## src/rtl/exception_arbiter.sv

```systemverilog
// Exception arbiter at the EX/MEM boundary: selects the oldest excepting lane,
// issues one-cycle CP0 commit strobes and holds the pipeline flush request.
module exception_arbiter #(
  parameter int          LANES           = 2,
  parameter logic [31:0] EXC_VECTOR      = 32'hbfc00380,
  parameter int          FLUSH_CYCLES    = 1,
  parameter int          INT_SYNC_STAGES = 2,
  localparam int         LANE_W          = (LANES > 1) ? $clog2(LANES) : 1
) (
  input  logic                  clk,
  input  logic                  rst,
  input  logic                  ex_mem_stall,
  input  logic [LANES-1:0]      lane_valid,
  input  logic [32*LANES-1:0]   lane_pc,
  input  logic [LANES-1:0]      lane_delay_slot,
  input  logic [LANES-1:0]      lane_iaddr_align_err,
  input  logic [LANES-1:0]      lane_invalid_inst,
  input  logic [LANES-1:0]      lane_syscall,
  input  logic [LANES-1:0]      lane_break,
  input  logic [LANES-1:0]      lane_overflow,
  input  logic [LANES-1:0]      lane_daddr_align_err,
  input  logic [LANES-1:0]      lane_mem_wen,
  input  logic [LANES-1:0]      lane_eret,
  input  logic [32*LANES-1:0]   lane_mem_address,
  input  logic [5:0]            hw_int,
  input  logic                  cp0_status_ie,
  input  logic                  cp0_status_exl,
  input  logic [7:0]            cp0_status_im,
  input  logic [1:0]            cp0_cause_ip_sw,
  input  logic [31:0]           cp0_epc_in,
  output logic                  exp_detect,
  output logic [31:0]           exp_pc_address,
  output logic [LANE_W-1:0]     exp_lane,
  output logic                  cp0_exp_en,
  output logic                  cp0_exl_clean,
  output logic                  cp0_exp_bad_vaddr_wen,
  output logic                  cp0_exp_bd,
  output logic [4:0]            cp0_exp_code,
  output logic [31:0]           cp0_exp_epc,
  output logic [31:0]           cp0_exp_bad_vaddr
);

  localparam int CNT_W = $clog2(FLUSH_CYCLES + 1);

  typedef enum logic [1:0] {S_IDLE, S_COMMIT, S_FLUSH} state_t;

  logic [5:0]        r_hw_sync [INT_SYNC_STAGES];
  logic              w_int_pending;

  logic              w_lane_evt   [LANES];
  logic              w_lane_eret  [LANES];
  logic              w_lane_align [LANES];
  logic [4:0]        w_lane_code  [LANES];
  logic [31:0]       w_lane_bad   [LANES];
  logic [31:0]       w_lane_epc   [LANES];

  logic              w_found;
  logic [LANE_W-1:0] w_sel_lane;
  logic              w_sel_eret;
  logic              w_sel_align;
  logic              w_sel_bd;
  logic [4:0]        w_sel_code;
  logic [31:0]       w_sel_bad;
  logic [31:0]       w_sel_epc;

  state_t            r_state;
  logic [CNT_W-1:0]  r_cnt;
  logic              r_detect;
  logic [31:0]       r_pc_addr;
  logic [LANE_W-1:0] r_lane;
  logic              r_exp_en;
  logic              r_exl_clean;
  logic              r_bvw;
  logic              r_bd;
  logic [4:0]        r_code;
  logic [31:0]       r_epc;
  logic [31:0]       r_bad;

  // Stage p0: hardware interrupt synchroniser
  always_ff @(posedge clk or negedge rst) begin
    if (!rst) begin
      for (int i = 0; i < INT_SYNC_STAGES; i++) r_hw_sync[i] <= '0;
    end else begin
      r_hw_sync[0] <= hw_int;
      for (int i = 1; i < INT_SYNC_STAGES; i++) r_hw_sync[i] <= r_hw_sync[i-1];
    end
  end

  assign w_int_pending = cp0_status_ie & ~cp0_status_exl &
                         (|(cp0_status_im & {r_hw_sync[INT_SYNC_STAGES-1], cp0_cause_ip_sw}));

  // Per-lane cause decode, highest priority cause tested first
  always_comb begin
    for (int i = 0; i < LANES; i++) begin
      w_lane_evt[i]   = 1'b1;
      w_lane_eret[i]  = 1'b0;
      w_lane_align[i] = 1'b0;
      w_lane_code[i]  = 5'h00;
      w_lane_bad[i]   = 32'h0;
      w_lane_epc[i]   = lane_delay_slot[i] ? (lane_pc[32*i +: 32] - 32'd4) : lane_pc[32*i +: 32];
      if (!lane_valid[i]) begin
        w_lane_evt[i] = 1'b0;
      end else if (i == 0 && w_int_pending) begin
        w_lane_code[i] = 5'h00;
      end else if (lane_iaddr_align_err[i]) begin
        w_lane_code[i]  = 5'h04;
        w_lane_align[i] = 1'b1;
        w_lane_bad[i]   = lane_pc[32*i +: 32];
      end else if (lane_invalid_inst[i]) begin
        w_lane_code[i] = 5'h0a;
      end else if (lane_syscall[i]) begin
        w_lane_code[i] = 5'h08;
      end else if (lane_break[i]) begin
        w_lane_code[i] = 5'h09;
      end else if (lane_overflow[i]) begin
        w_lane_code[i] = 5'h0c;
      end else if (lane_daddr_align_err[i]) begin
        w_lane_code[i]  = lane_mem_wen[i] ? 5'h05 : 5'h04;
        w_lane_align[i] = 1'b1;
        w_lane_bad[i]   = lane_mem_address[32*i +: 32];
      end else if (lane_eret[i]) begin
        w_lane_eret[i] = 1'b1;
      end else begin
        w_lane_evt[i] = 1'b0;
      end
    end
  end

  // Scan youngest to oldest so the oldest excepting lane overrides the rest
  always_comb begin
    w_found     = 1'b0;
    w_sel_lane  = '0;
    w_sel_eret  = 1'b0;
    w_sel_align = 1'b0;
    w_sel_bd    = 1'b0;
    w_sel_code  = 5'h00;
    w_sel_bad   = 32'h0;
    w_sel_epc   = 32'h0;
    for (int i = LANES - 1; i >= 0; i--) begin
      if (w_lane_evt[i]) begin
        w_found     = 1'b1;
        w_sel_lane  = LANE_W'(i);
        w_sel_eret  = w_lane_eret[i];
        w_sel_align = w_lane_align[i];
        w_sel_bd    = lane_delay_slot[i];
        w_sel_code  = w_lane_code[i];
        w_sel_bad   = w_lane_bad[i];
        w_sel_epc   = w_lane_epc[i];
      end
    end
  end

  // Stage p1: commit / flush sequencer with registered outputs
  always_ff @(posedge clk or negedge rst) begin
    if (!rst) begin
      r_state     <= S_IDLE;
      r_cnt       <= '0;
      r_detect    <= 1'b0;
      r_pc_addr   <= EXC_VECTOR;
      r_lane      <= '0;
      r_exp_en    <= 1'b0;
      r_exl_clean <= 1'b0;
      r_bvw       <= 1'b0;
      r_bd        <= 1'b0;
      r_code      <= 5'h00;
      r_epc       <= 32'h0;
      r_bad       <= 32'h0;
    end else begin
      case (r_state)
        S_IDLE: begin
          if (!ex_mem_stall && w_found) begin
            r_state     <= S_COMMIT;
            r_detect    <= 1'b1;
            r_exp_en    <= ~w_sel_eret;
            r_exl_clean <= w_sel_eret;
            r_bvw       <= w_sel_align;
            r_pc_addr   <= w_sel_eret ? cp0_epc_in : EXC_VECTOR;
            r_lane      <= w_sel_lane;
            r_bd        <= w_sel_bd;
            r_code      <= w_sel_code;
            r_epc       <= w_sel_epc;
            r_bad       <= w_sel_bad;
          end
        end
        S_COMMIT: begin
          r_exp_en    <= 1'b0;
          r_exl_clean <= 1'b0;
          r_bvw       <= 1'b0;
          if (FLUSH_CYCLES > 1) begin
            r_state <= S_FLUSH;
            r_cnt   <= CNT_W'(FLUSH_CYCLES - 1);
          end else begin
            r_state  <= S_IDLE;
            r_detect <= 1'b0;
          end
        end
        S_FLUSH: begin
          if (r_cnt <= CNT_W'(1)) begin
            r_state  <= S_IDLE;
            r_detect <= 1'b0;
          end else begin
            r_cnt <= r_cnt - CNT_W'(1);
          end
        end
        default: begin
          r_state  <= S_IDLE;
          r_detect <= 1'b0;
        end
      endcase
    end
  end

  assign exp_detect            = r_detect;
  assign exp_pc_address        = r_pc_addr;
  assign exp_lane              = r_lane;
  assign cp0_exp_en            = r_exp_en;
  assign cp0_exl_clean         = r_exl_clean;
  assign cp0_exp_bad_vaddr_wen = r_bvw;
  assign cp0_exp_bd            = r_bd;
  assign cp0_exp_code          = r_code;
  assign cp0_exp_epc           = r_epc;
  assign cp0_exp_bad_vaddr     = r_bad;

endmodule
```

## config.mk

```make
export PLATFORM = sky130hd
export DESIGN_NAME = exception_arbiter
export DESIGN_NICKNAME = d
export VERILOG_FILES = /design/src/rtl/exception_arbiter.sv
export SDC_FILE = /design/constraint.sdc
export NUM_CORES = 1
export LEC_CHECK = 0
export CAP_MARGIN = 20
export CORE_UTILIZATION = 46
export DETAILED_ROUTE_END_ITERATION = 16
export PLACE_DENSITY = 0.93
export SLEW_MARGIN = 20
export SYNTH_ARGS = -nofsm -noshare
export SYNTH_HDL_FRONTEND = slang
export SYNTH_SLANG_ARGS = --single-unit
export TNS_END_PERCENT = 1
```

## constraint.sdc

```tcl
create_clock -name clk -period 3.3 [get_ports clk]
set_input_delay 0.495 -clock clk [delete_from_list [all_inputs] [get_ports clk]]
set_output_delay 0.495 -clock clk [all_outputs]
set_load 0.005 [all_outputs]
```

**Word level (Yosys, flattened, before mapping)**

Index checks and enable logic that the tools add are counted.

- Add/subtract/negate cells: 3
- $lt $le $gt $ge: 1
- Equal/unequal tests: 4
- Muxes and demuxes: 109
- Bitwise operators: 6
- Reduce and logical (&&, ||, !) cells: 9

Operator list:

| kind | count |
|---|---|
| two-way mux 32 bit | 22 |
| subtractor 32 x 3 -> 32 bit, second input constant | 2 |
| two-way mux 1 bit | 63 |
| two-way mux 4 bit | 13 |
| two-way mux 5 bit | 2 |
| AND 8 bit | 1 |
| case mux 1 bit (2 select lines) | 4 |
| AND reduction 2 bit | 4 |
| OR reduction 8 bit | 1 |
| two-way mux 3 bit | 2 |
| two-way mux 2 bit | 2 |
| inequality test 2 bit, second input constant | 2 |
| case mux 2 bit (2 select lines) | 1 |
| inverter 1 bit | 3 |
| AND 1 bit | 2 |
| == test 2 x 1 -> 1 bit, second input constant | 1 |
| == test 2 bit, second input constant | 1 |
| logical NOT 2 bit | 1 |
| nonzero test 2 bit | 1 |
| less-or-equal comparator 1 bit, second input constant | 1 |
| logical AND 1 bit | 1 |
| logical NOT 1 bit | 1 |
| subtractor 1 bit, second input constant | 1 |

- Register bits after elaboration: 122
- Input bits: 201
- Logic and storage cells: 146

**Depth between registers and ports, before layout**

- Depth in word-level cells: 13
- Depth in mapped cells: 9
- Mapped depth without buffers: 8

**Worst setup path after synthesis**

OpenSTA, ideal clock, no wires.

- Kind: input -> register
- Start point: input lane_invalid_inst[0]
- End point: register r_epc[31], in the netlist cp0_exp_epc[31]
- Setup time: 126 ps
- Arrival: 2,392 ps
- Data required time: 3,174 ps
- Slack: 782 ps
- Stages on the path: 7
- Path buffers: 2
- Cell sequence: or4_1 > or4_4 > o21a_1 > buf_2 > clkbuf_1 > a221oi_1 > nor2_1

- Longest elaborated chain between the ends: 7

RTL lines:

| item | RTL line | RTL |
|---|---|---|
| from (decl) | 17 | `input logic [LANES-1:0] lane_invalid_inst,` |
| two-way mux 1 bit (*) | 109 | `end else if (lane_invalid_inst[i]) begin` |
| two-way mux 1 bit (*) | 105 | `end else if (lane_iaddr_align_err[i]) begin` |
| two-way mux 1 bit (*) | 103 | `end else if (i == 0 && w_int_pending) begin` |
| two-way mux 1 bit (*) | 101 | `if (!lane_valid[i]) begin` |
| two-way mux 1 bit | 140 | `if (w_lane_evt[i]) begin` |
| logical AND 1 bit | 171 | `if (!ex_mem_stall && w_found) begin` |
| AND reduction 2 bit (no source line) | n/a |  |
| to (signal assigned) | 181 | `r_epc <= w_sel_epc;` |
| to (decl) | 76 | `logic [31:0] r_epc;` |

Every way passes the cells marked *; elsewhere a longest branch is shown, timed or not.
A chain may end at the register's enable or synchronous reset.

**Final worst setup path**

- Start point: input lane_overflow[0]
- End point: register r_epc[29], in the netlist cp0_exp_epc[29]

- Longest elaborated chain between the ends: 10

RTL lines:

| item | RTL line | RTL |
|---|---|---|
| from (decl) | 20 | `input logic [LANES-1:0] lane_overflow,` |
| two-way mux 1 bit (*) | 115 | `end else if (lane_overflow[i]) begin` |
| two-way mux 1 bit (*) | 113 | `end else if (lane_break[i]) begin` |
| two-way mux 1 bit (*) | 111 | `end else if (lane_syscall[i]) begin` |
| two-way mux 1 bit (*) | 109 |  |
| two-way mux 1 bit (*) | 105 |  |
| two-way mux 1 bit (*) | 103 |  |
| two-way mux 1 bit (*) | 101 |  |
| two-way mux 1 bit | 140 |  |
| logical AND 1 bit | 171 |  |
| AND reduction 2 bit (no source line) | n/a |  |

Marked as above.

==> impl_metrics.ini <==
[outcome]
status = finished, final reports clean

[floorplanning]
core.rowCount = 44
die_area_sq_um = 15300
die_h_um = 124
initial_core_util_pct = 47.0
die_w_um = 124
ios = 308
core_sq_um = 14500

[setup_path]
crit_required_ns = 3.64
regToRegSetupSlack_ns = 0.98
r2r_cells = 8
cpMaxStageDelayCell = or4_1
crit_start = lane_overflow[0]
reg2reg_from = r_hw_sync[0]
r2r-end = exp_pc_address[5]
arrival_ns = 3.15
start_kind = input pin
crit_fanout = 30
slowest_delay_ns = 0.59
criticalPathCategory = input pin to register
endpoint_kind = register
path_cells = clkdlybuf4s50_1 > or4_1 > or4_4 > o21a_1 > buf_4 > nor2_2 > buf_12 > a22oi_1 > o21ai_0

[timing]
maxSlewViolCount = 0
setup-violations-final = 0
maxSlewHeadroom_pct = 59.1
hold_viol_final = 0
timing_worst_slew_pin_value_ns = 0.608
period_needed_ns = 2.81
layout_worst_path_cycle_share_pct = 85.1
rsz0062_at_grt = no
fin_skew_ns = 0.00809
tns_ns = 0
whs_ns = 0.0482
fmax_mhz = 356

[grt]
track_usage_pct = 35.0
grt_pass1_wl_mm = 40.3
grt_overflow_total = 0
grt_max_degree = 78
grt_pass1_vias = 7590
grt_antenna_before_repair = 0

[drt]
vias = 7772
firstDrtPassIters = 9
drcViolationCount = 0
dr.first_iter.drc_count = 1030
wl_per_cell_um = 20.9
detail-route-antenna-nets = 0
via_per_inst = 6.08
wirelength_mm = 26.7

[cts]
cts.sinks = 118
cts_max_level = 4
clockRootBuffer = clkbuf_16
clk_latency_ns = 0.43
clk_pin_slew_ns = 0.06
post-cts-setup-buffers = 0
clk_path_buf_depth = 2
cts_made_buffers = 17
ctsHoldBuffers = 0
cts_tree = yes
cts_resized = 0

[power_and_ir_drop]
leakagePower_nw = 4.31
peakVddDrop_v = 0.000407
powerDensity_nw_per_um2 = 449

[layout]
area_growth_pct = 58.6
drive_gt1_share_pct = 8.68
design_area_sq_um = 10800
mostFrequentLayoutCell = clkdlybuf4s50_1
antenna_cells = 0
fin_nets = 1285
nFillCells = 1023
final_cell_mix = 304 x clkdlybuf4s50_1, 106 x dfrtp_1, 100 x nand2_1

[placement]
placed_area_sq_um = 10200
place.gp.congestion = 0.897
hpwl_mm = 19.0
io_buffers = 306

[synth]
synth_flop_cell = dfrtp_1
mappedNetlistArea_sq_um = 6830
syn-mean-instance-area_sq_um = 8.79
synthMuxAreaShare_pct = 0.440
yosysUniqueCellTypes = 55
synth-compound-area-share_pct = 23.3
synth_fp_nets = 980
yosys.area_share.simple_pct = 21.3
synth_xor_area_share_pct = 6.93
synth_adder_area_share_pct = 0.366
syn_inst = 777
seq_area_frac_synth_pct = 43.5
ys_seq_elements = 118
synthArstFlopShare_pct = 100
synth_edf_count = 0
yosysWarnings = 0
synth_top_family_by_area = compound AO/OA/AOI/OAI gates

[hold_path]
hold_path_class = input pin to async pin

[flow_run]
drv_cap = 0
## worst max path at each step
stage                       to  slack (ns)
2_1_floorplan  cp0_exp_epc[31]        0.78
3_5_place_dp   cp0_exp_epc[29]        0.12
4_1_cts        cp0_exp_epc[29]        0.53
5_1_grt        cp0_exp_epc[14]        0.33
6_report       cp0_exp_epc[29]        0.49
3_3_place_gp   cp0_exp_epc[28]        0.20
## layer usage
metal / vias up / share of wire, % / track usage (%)
li1: 3482 / - / -
met1: 3699 / 38 / 43.8
met2: 507 / 48 / 57.2
met3: 84 / 10 / 8.79
met4: 0 / 3.2 / 15.0
met5: - / 0 / 0
## metrics by stage
stage               total power, mW  util, %  instances  setup WS [ns]
finish                         4.86     74.5       1279          0.492
global route                   5.04     74.5       1279          0.330
CTS                            4.86     74.5       1279          0.528
detailed placement             2.87     70.2       1247          0.122
global placement               2.84     70.2       1247          0.198
floorplan                      2.08        -        777          0.782
## critical path, delay by kind of cell
family / cells / cell delay [ns]
AOI/OAI and AO/OA: 3 / 0.49
and+or+nand+nor: 3 / 1.23
buffers and inverters: 3 / 0.93
## power breakdown
part | internal [mW] | switching [mW] | leakage, nW
Sequential | 1.61 | 0.0973 | 1.48
Combinational | 0.649 | 0.511 | 2.52
Clock | 1.27 | 0.719 | 0.309
Total | 3.53 | 1.33 | 4.31
## cells in the mapped netlist, drive strengths merged (3+ instances only)
library cell	instances	area share [%]
nand2	101	5.6
o21ai	54	4.2
dfstp	12	4.6
xor2	45	5.8
o21a	4	0.44
a21oi	27	2.0
nand4b	3	0.38
a22oi	70	7.7
nand3	23	1.7
o221ai	3	0.38
o22a	31	4.0
clkbuf	36	2.0
buf	21	1.7
dfrtp	106	39
a221oi	16	2.1
mux2i	3	0.44
or4	12	1.4
nor4b	4	0.60
nor2b	3	0.27
nor3	22	1.6
xnor2	9	1.2
inv	9	0.49
nor2	86	4.7
nand4	3	0.27
or3	15	1.4
nor4	22	2.0
a31oi	8	0.73
## final cells by class
| type | instances | area (sq um) | area share (%) |
|---|---|---|---|
| clock buffer | 18 | 429 | 3.96 |
| clock inverter | 14 | 200 | 1.85 |
| inverter | 9 | 33.8 | 0.312 |
| multi-input combinational | 593 | 3590 | 33.1 |
| sequential | 118 | 2970 | 27.4 |
| tap | 184 | 230 | 2.13 |
| timing repair buffer | 343 | 3380 | 31.2 |
## state kept, by name (all words and copies together) (netlist names)
name,flops
cp0_exl_clean,1
cp0_exp_bad_vaddr,32
cp0_exp_bad_vaddr_wen,1
cp0_exp_bd,1
cp0_exp_code,4
cp0_exp_en,1
cp0_exp_epc,32
exp_lane,1
exp_pc_address,32
r_hw_sync,12
r_state,1
## logic make-up after synthesis
group	Yosys count
simple gates	306
compound gates	227
other cells	1
flops	118
buf+inv	66
fa+ha+maj	2
xor+xnor	54
mux	3
(Power assumes the default switching activity.)
==> RTL change 1: new RTL, same settings <==
The parameter `LANES` goes from 2 to 1.
--- a/src/rtl/exception_arbiter.sv
+++ b/src/rtl/exception_arbiter.sv
@@ -2,5 +2,5 @@
 // issues one-cycle CP0 commit strobes and holds the pipeline flush request.
 module exception_arbiter #(
-  parameter int          LANES           = 2,
+  parameter int          LANES           = 1,
   parameter logic [31:0] EXC_VECTOR      = 32'hbfc00380,
   parameter int          FLUSH_CYCLES    = 1,
Ports: changed (12 resized); port bits go from 308 to 234. The function was not compared with the original's and may differ.
==> RTL change 1 against the original RTL <==
- first-iteration DRC count is 71% lower
- cell area shrank 25%
- routed wire length is 45% lower
- via count fell by 42%
- highest routed layer unchanged
- worst setup slack improved by 0.31 ns
- combinational power is 39% lower
- sequential cell count decreased by 1
- power down 14%
- utilization up 0.63 points
- clock skew barely moved
- synthesized area decreased by 26%
==> RTL change 1: results (changes against the original RTL) <==
maximum VDD drop=0.296 mV (-27%); routed wire length=14,600 um (-45%); crit-path max cell delay=0.57 ns (-0.02 ns); top cells by count, synth=dfrtp_1 (105), nand2_1 (82), o21ai_0 (61); status=finished, final reports clean; mux contribution to synthesized area=6.33% (+5.9 points); Setup crit start=lane_delay_slot; r2r setup slk=1.17 ns (+0.19 ns); clock root cell=clkbuf_8; Seq pwr share=39.4% (+4.2 points); first-pass GRT wire length=23,300 um (-42%); vias in the first global route=4,713 (-38%); Area contributors post-synth=dfrtp_1 (52%), dfstp_2 (6.2%), mux2i_1 (6.1%); crit path to=cp0_exp_epc[31]$_DFFE_PN0P_; r2r startpoint=r_hw_sync[1]$_DFF_PN0_; share of layout cells above drive strength 1=8.29% (-0.39 points); DRT iter0 DRCs=298 (-71%); Net Sw Frac=23.2% (-4.1 points); CP arrival=2.86 ns (-0.29 ns); Yosys cell types=43 (-22%); Crit Path Max Fanout=11 (-63%); Synth Area in XOR/XNOR=4.65% (-2.3 points); worst r2r path cells=5 (-3); clock skew=0.00802 ns (-0.0000649 ns); end of the worst register-to-register path=exp_pc_address[25]$_DFFE_PN1P_; CP max stage cell=clkdlybuf4s50_1; Worst Tran Pin Value=0.730 ns (+0.122 ns); Final #Nets=827 (-36%)
==> RTL change 1: per-stage QoR <==
step	std cells	util [%]	worst slack, ns	cell area, sq um
2_1_floorplan	468	-	1.01	5090
3_3_place_gp	820	69.7	0.405	7520
3_5_place_dp	820	69.7	0.350	7520
4_1_cts	852	75.2	0.853	8110
5_1_grt	852	75.2	0.570	8110
6_report	852	75.2	0.804	8110
==> RTL change 1: how the worst min path moves through the flow <==
stage,slack [ns],cells past startpoint,endpoint,from
2_1_floorplan,0.20,0,cp0_exl_clean$_DFFE_PN0P_,rst
3_3_place_gp,0.33,0,r_hw_sync[0]$_DFF_PN0_,r_hw_sync[6]$_DFF_PN0_
3_5_place_dp,0.34,0,r_hw_sync[0]$_DFF_PN0_,r_hw_sync[6]$_DFF_PN0_
4_1_cts,0.06,1,cp0_exp_epc[31]$_DFFE_PN0P_,rst
5_1_grt,0.1,1,cp0_exp_bad_vaddr[31]$_DFFE_PN0P_,rst
6_report,0.06,1,cp0_exp_bad_vaddr[31]$_DFFE_PN0P_,rst
==> RTL change 1: cell type report <==
type                            instances  area, sq um
Fill cell                             718         2680
Timing Repair Buffer                  240         2400
Clock inverter                          9          125
Inverter                                4         15.0
Multi-Input combinational cell        319         1990
Clock buffer                           23          467
Sequential cell                       117         2940
Tap cell                              140          175
==> RTL change 1: logic make-up (layout without fill, tap and decap cells) <==
kind of cell    after synthesis  in the layout
compound gates              112            112
xor+xnor                     27             27
fa+ha+maj                     1              1
buf+inv                      32            276
flops                       117            117
mux                          32             32
other cells                   1              2
simple gates                145            145
==> RTL change 1: routing by layer <==
layer	wire length, um	GRT usage [%]
met1	5700	31.0
met2	7530	45.6
met3	1030	7.60
met4	351	12.4
met5	0	0
==> RTL change 2: new RTL, same flow settings <==
Made on the original files. Reset style: synchronous (`rst`), changed in 2 clocked blocks.
--- a/src/rtl/exception_arbiter.sv
+++ b/src/rtl/exception_arbiter.sv
@@ -78,5 +78,5 @@
 
   // Stage p0: hardware interrupt synchroniser
-  always_ff @(posedge clk or negedge rst) begin
+  always_ff @(posedge clk) begin
     if (!rst) begin
       for (int i = 0; i < INT_SYNC_STAGES; i++) r_hw_sync[i] <= '0;
@@ -152,5 +152,5 @@
 
   // Stage p1: commit / flush sequencer with registered outputs
-  always_ff @(posedge clk or negedge rst) begin
+  always_ff @(posedge clk) begin
     if (!rst) begin
       r_state     <= S_IDLE;
Formal check against the unedited RTL: differs if rst is asserted again (counterexample within 4 cycles, from zero or initial values and one cycle with rst low); with rst held inactive, the same outputs for 4 cycles.
==> RTL change 2 against the original RTL <==
- synthesized area fell by 4.6%
- clock skew shrank 0.00087 ns
- clock power is 4% lower
- largest cell class unchanged
- routed wire length shrank 3.1%
- global-route usage increased by 0.11 points
- sequential cell count unchanged
- power is 9.2% lower
- register-to-register slack worse by 0.31 ns
- worst setup slack worse by 0.12 ns
- via count is 2.8% lower
- count of clock-buffer cells in the layout up 2
- cell area decreased by 3.5%
==> RTL change 2: results (changes against the original RTL) <==
DRT iter0 DRCs=705 (-32%); met2 global-route usage=58.9% (+1.7 points); metal3 WL=2500 um (-9.2%); fillers=970 (-5.2%); post-route insts no fill=1,236 (-3.4%); footprint of the multi-input gates=3880 sq um (+8.3%); crit-path max cell delay=0.73 ns (+0.14 ns); first-pass GRT wire length=39,200 um (-2.8%); Signal buf overhead=32.0% (+0.72 points); worst r2r path cells=7 (-1); vias in the first global route=7,442 (-1.9%); DPL Wire Length=18,900 um (-0.94%); Yosys top cell area share=36.3% (-2.6 points); Pwr per Cell Area=422 nW/um^2 (-5.9%); sequential cell area=2360 sq um (-20%); Wirelength per Cell=21.0 um (+0.24%); CP arrival=3.23 ns (+0.08 ns); router iterations before antenna repair=5 (-4); Worst Hold Class=register to register; Met1 Wirelength=9580 um (-6.5%); Synth Instances=743 (-4.4%); Post-synth ARST share=0% (-100 points); Non-Clock Buffer Count=339 (-1.2%); sequential power=1.56 mW (-9%); die width=121 um (-2.3%); Crit Path Max Fanout=12 (-60%); Min Hold Slack=0.431 ns (+0.383 ns); met2 wire len=12,500 um (-2.6%); Num Clock Sinks=118 (unchanged); synthesized-area fraction occupied by adder cells=0.384% (+0.018 points); Worst Tran Pin Value=1.10 ns (+0.497 ns); share of layout cells above drive strength 1=8.90% (+0.23 points); Area contributors post-synth=dfxtp_1 (36%), a22o_1 (12%), a21oi_1 (5.6%); Vias=7,552 (-2.8%); number of non-clock inverters=8 (-1); syn_nets=946 (-3.5%); GPL Wtd Cong=0.870 (-3.0%); Leak=3.75 nW (-13%); mux contribution to synthesized area=0.461% (+0.021 points); Synth Area in Compound Gates=33.1% (+9.8 points); maximum VDD drop=0.395 mV (-3.0%); #MultiIn Comb=559 (-5.7%); Synth Area in XOR/XNOR=7.53% (+0.60 points); # clk buffers=20 (+2); most common cell in the netlist=dfxtp_1; status=finished, final reports clean; end of the worst register-to-register path=cp0_exp_epc[15]$_SDFFE_PN0P_; Clock-cell share=5.82% (+0.010 points); GRT met1 Usage=39.8% (-4.0 points); r2r setup slk=0.67 ns (-0.31 ns); Clock group=1.91 mW (-4%); Net Sw Frac=26.2% (-1.1 points); Setup crit start=lane_invalid_inst[0]; clock skew=0.00722 ns (-0.000866 ns); M3 GR Usage=8.65% (-0.14 points); Place WS=-0.0561 ns (-0.178 ns); sequential share of cell area=22.6% (-4.8 points); r2r startpoint=r_hw_sync[0][6]$_SDFF_PN0_
-- RTL change 2: cell count changes after synthesis, moves of 29 or more --
cell     change
a21oi_1     +46
dfrtp_1    -106
nand2_1     -73
o21ai_0     +29
dfxtp_1    +118
a22oi_1     -38
a22o_1      +86
nor2_1      -51
-- RTL change 2: worst max path at each step --
stage | to | slack (ns) | cells past startpoint
6_report | cp0_exp_epc[2]$_SDFFE_PN0P_ | 0.37 | 7
5_1_grt | cp0_exp_epc[2]$_SDFFE_PN0P_ | 0.26 | 7
4_1_cts | cp0_exp_code[2]$_SDFFE_PN0P_ | 0.34 | 8
3_5_place_dp | cp0_exp_code[2]$_SDFFE_PN0P_ | -0.06 | 8
3_3_place_gp | cp0_exp_epc[18]$_SDFFE_PN0P_ | 0.06 | 7
2_1_floorplan | cp0_exp_bd$_SDFFE_PN0P_ | 0.92 | 6
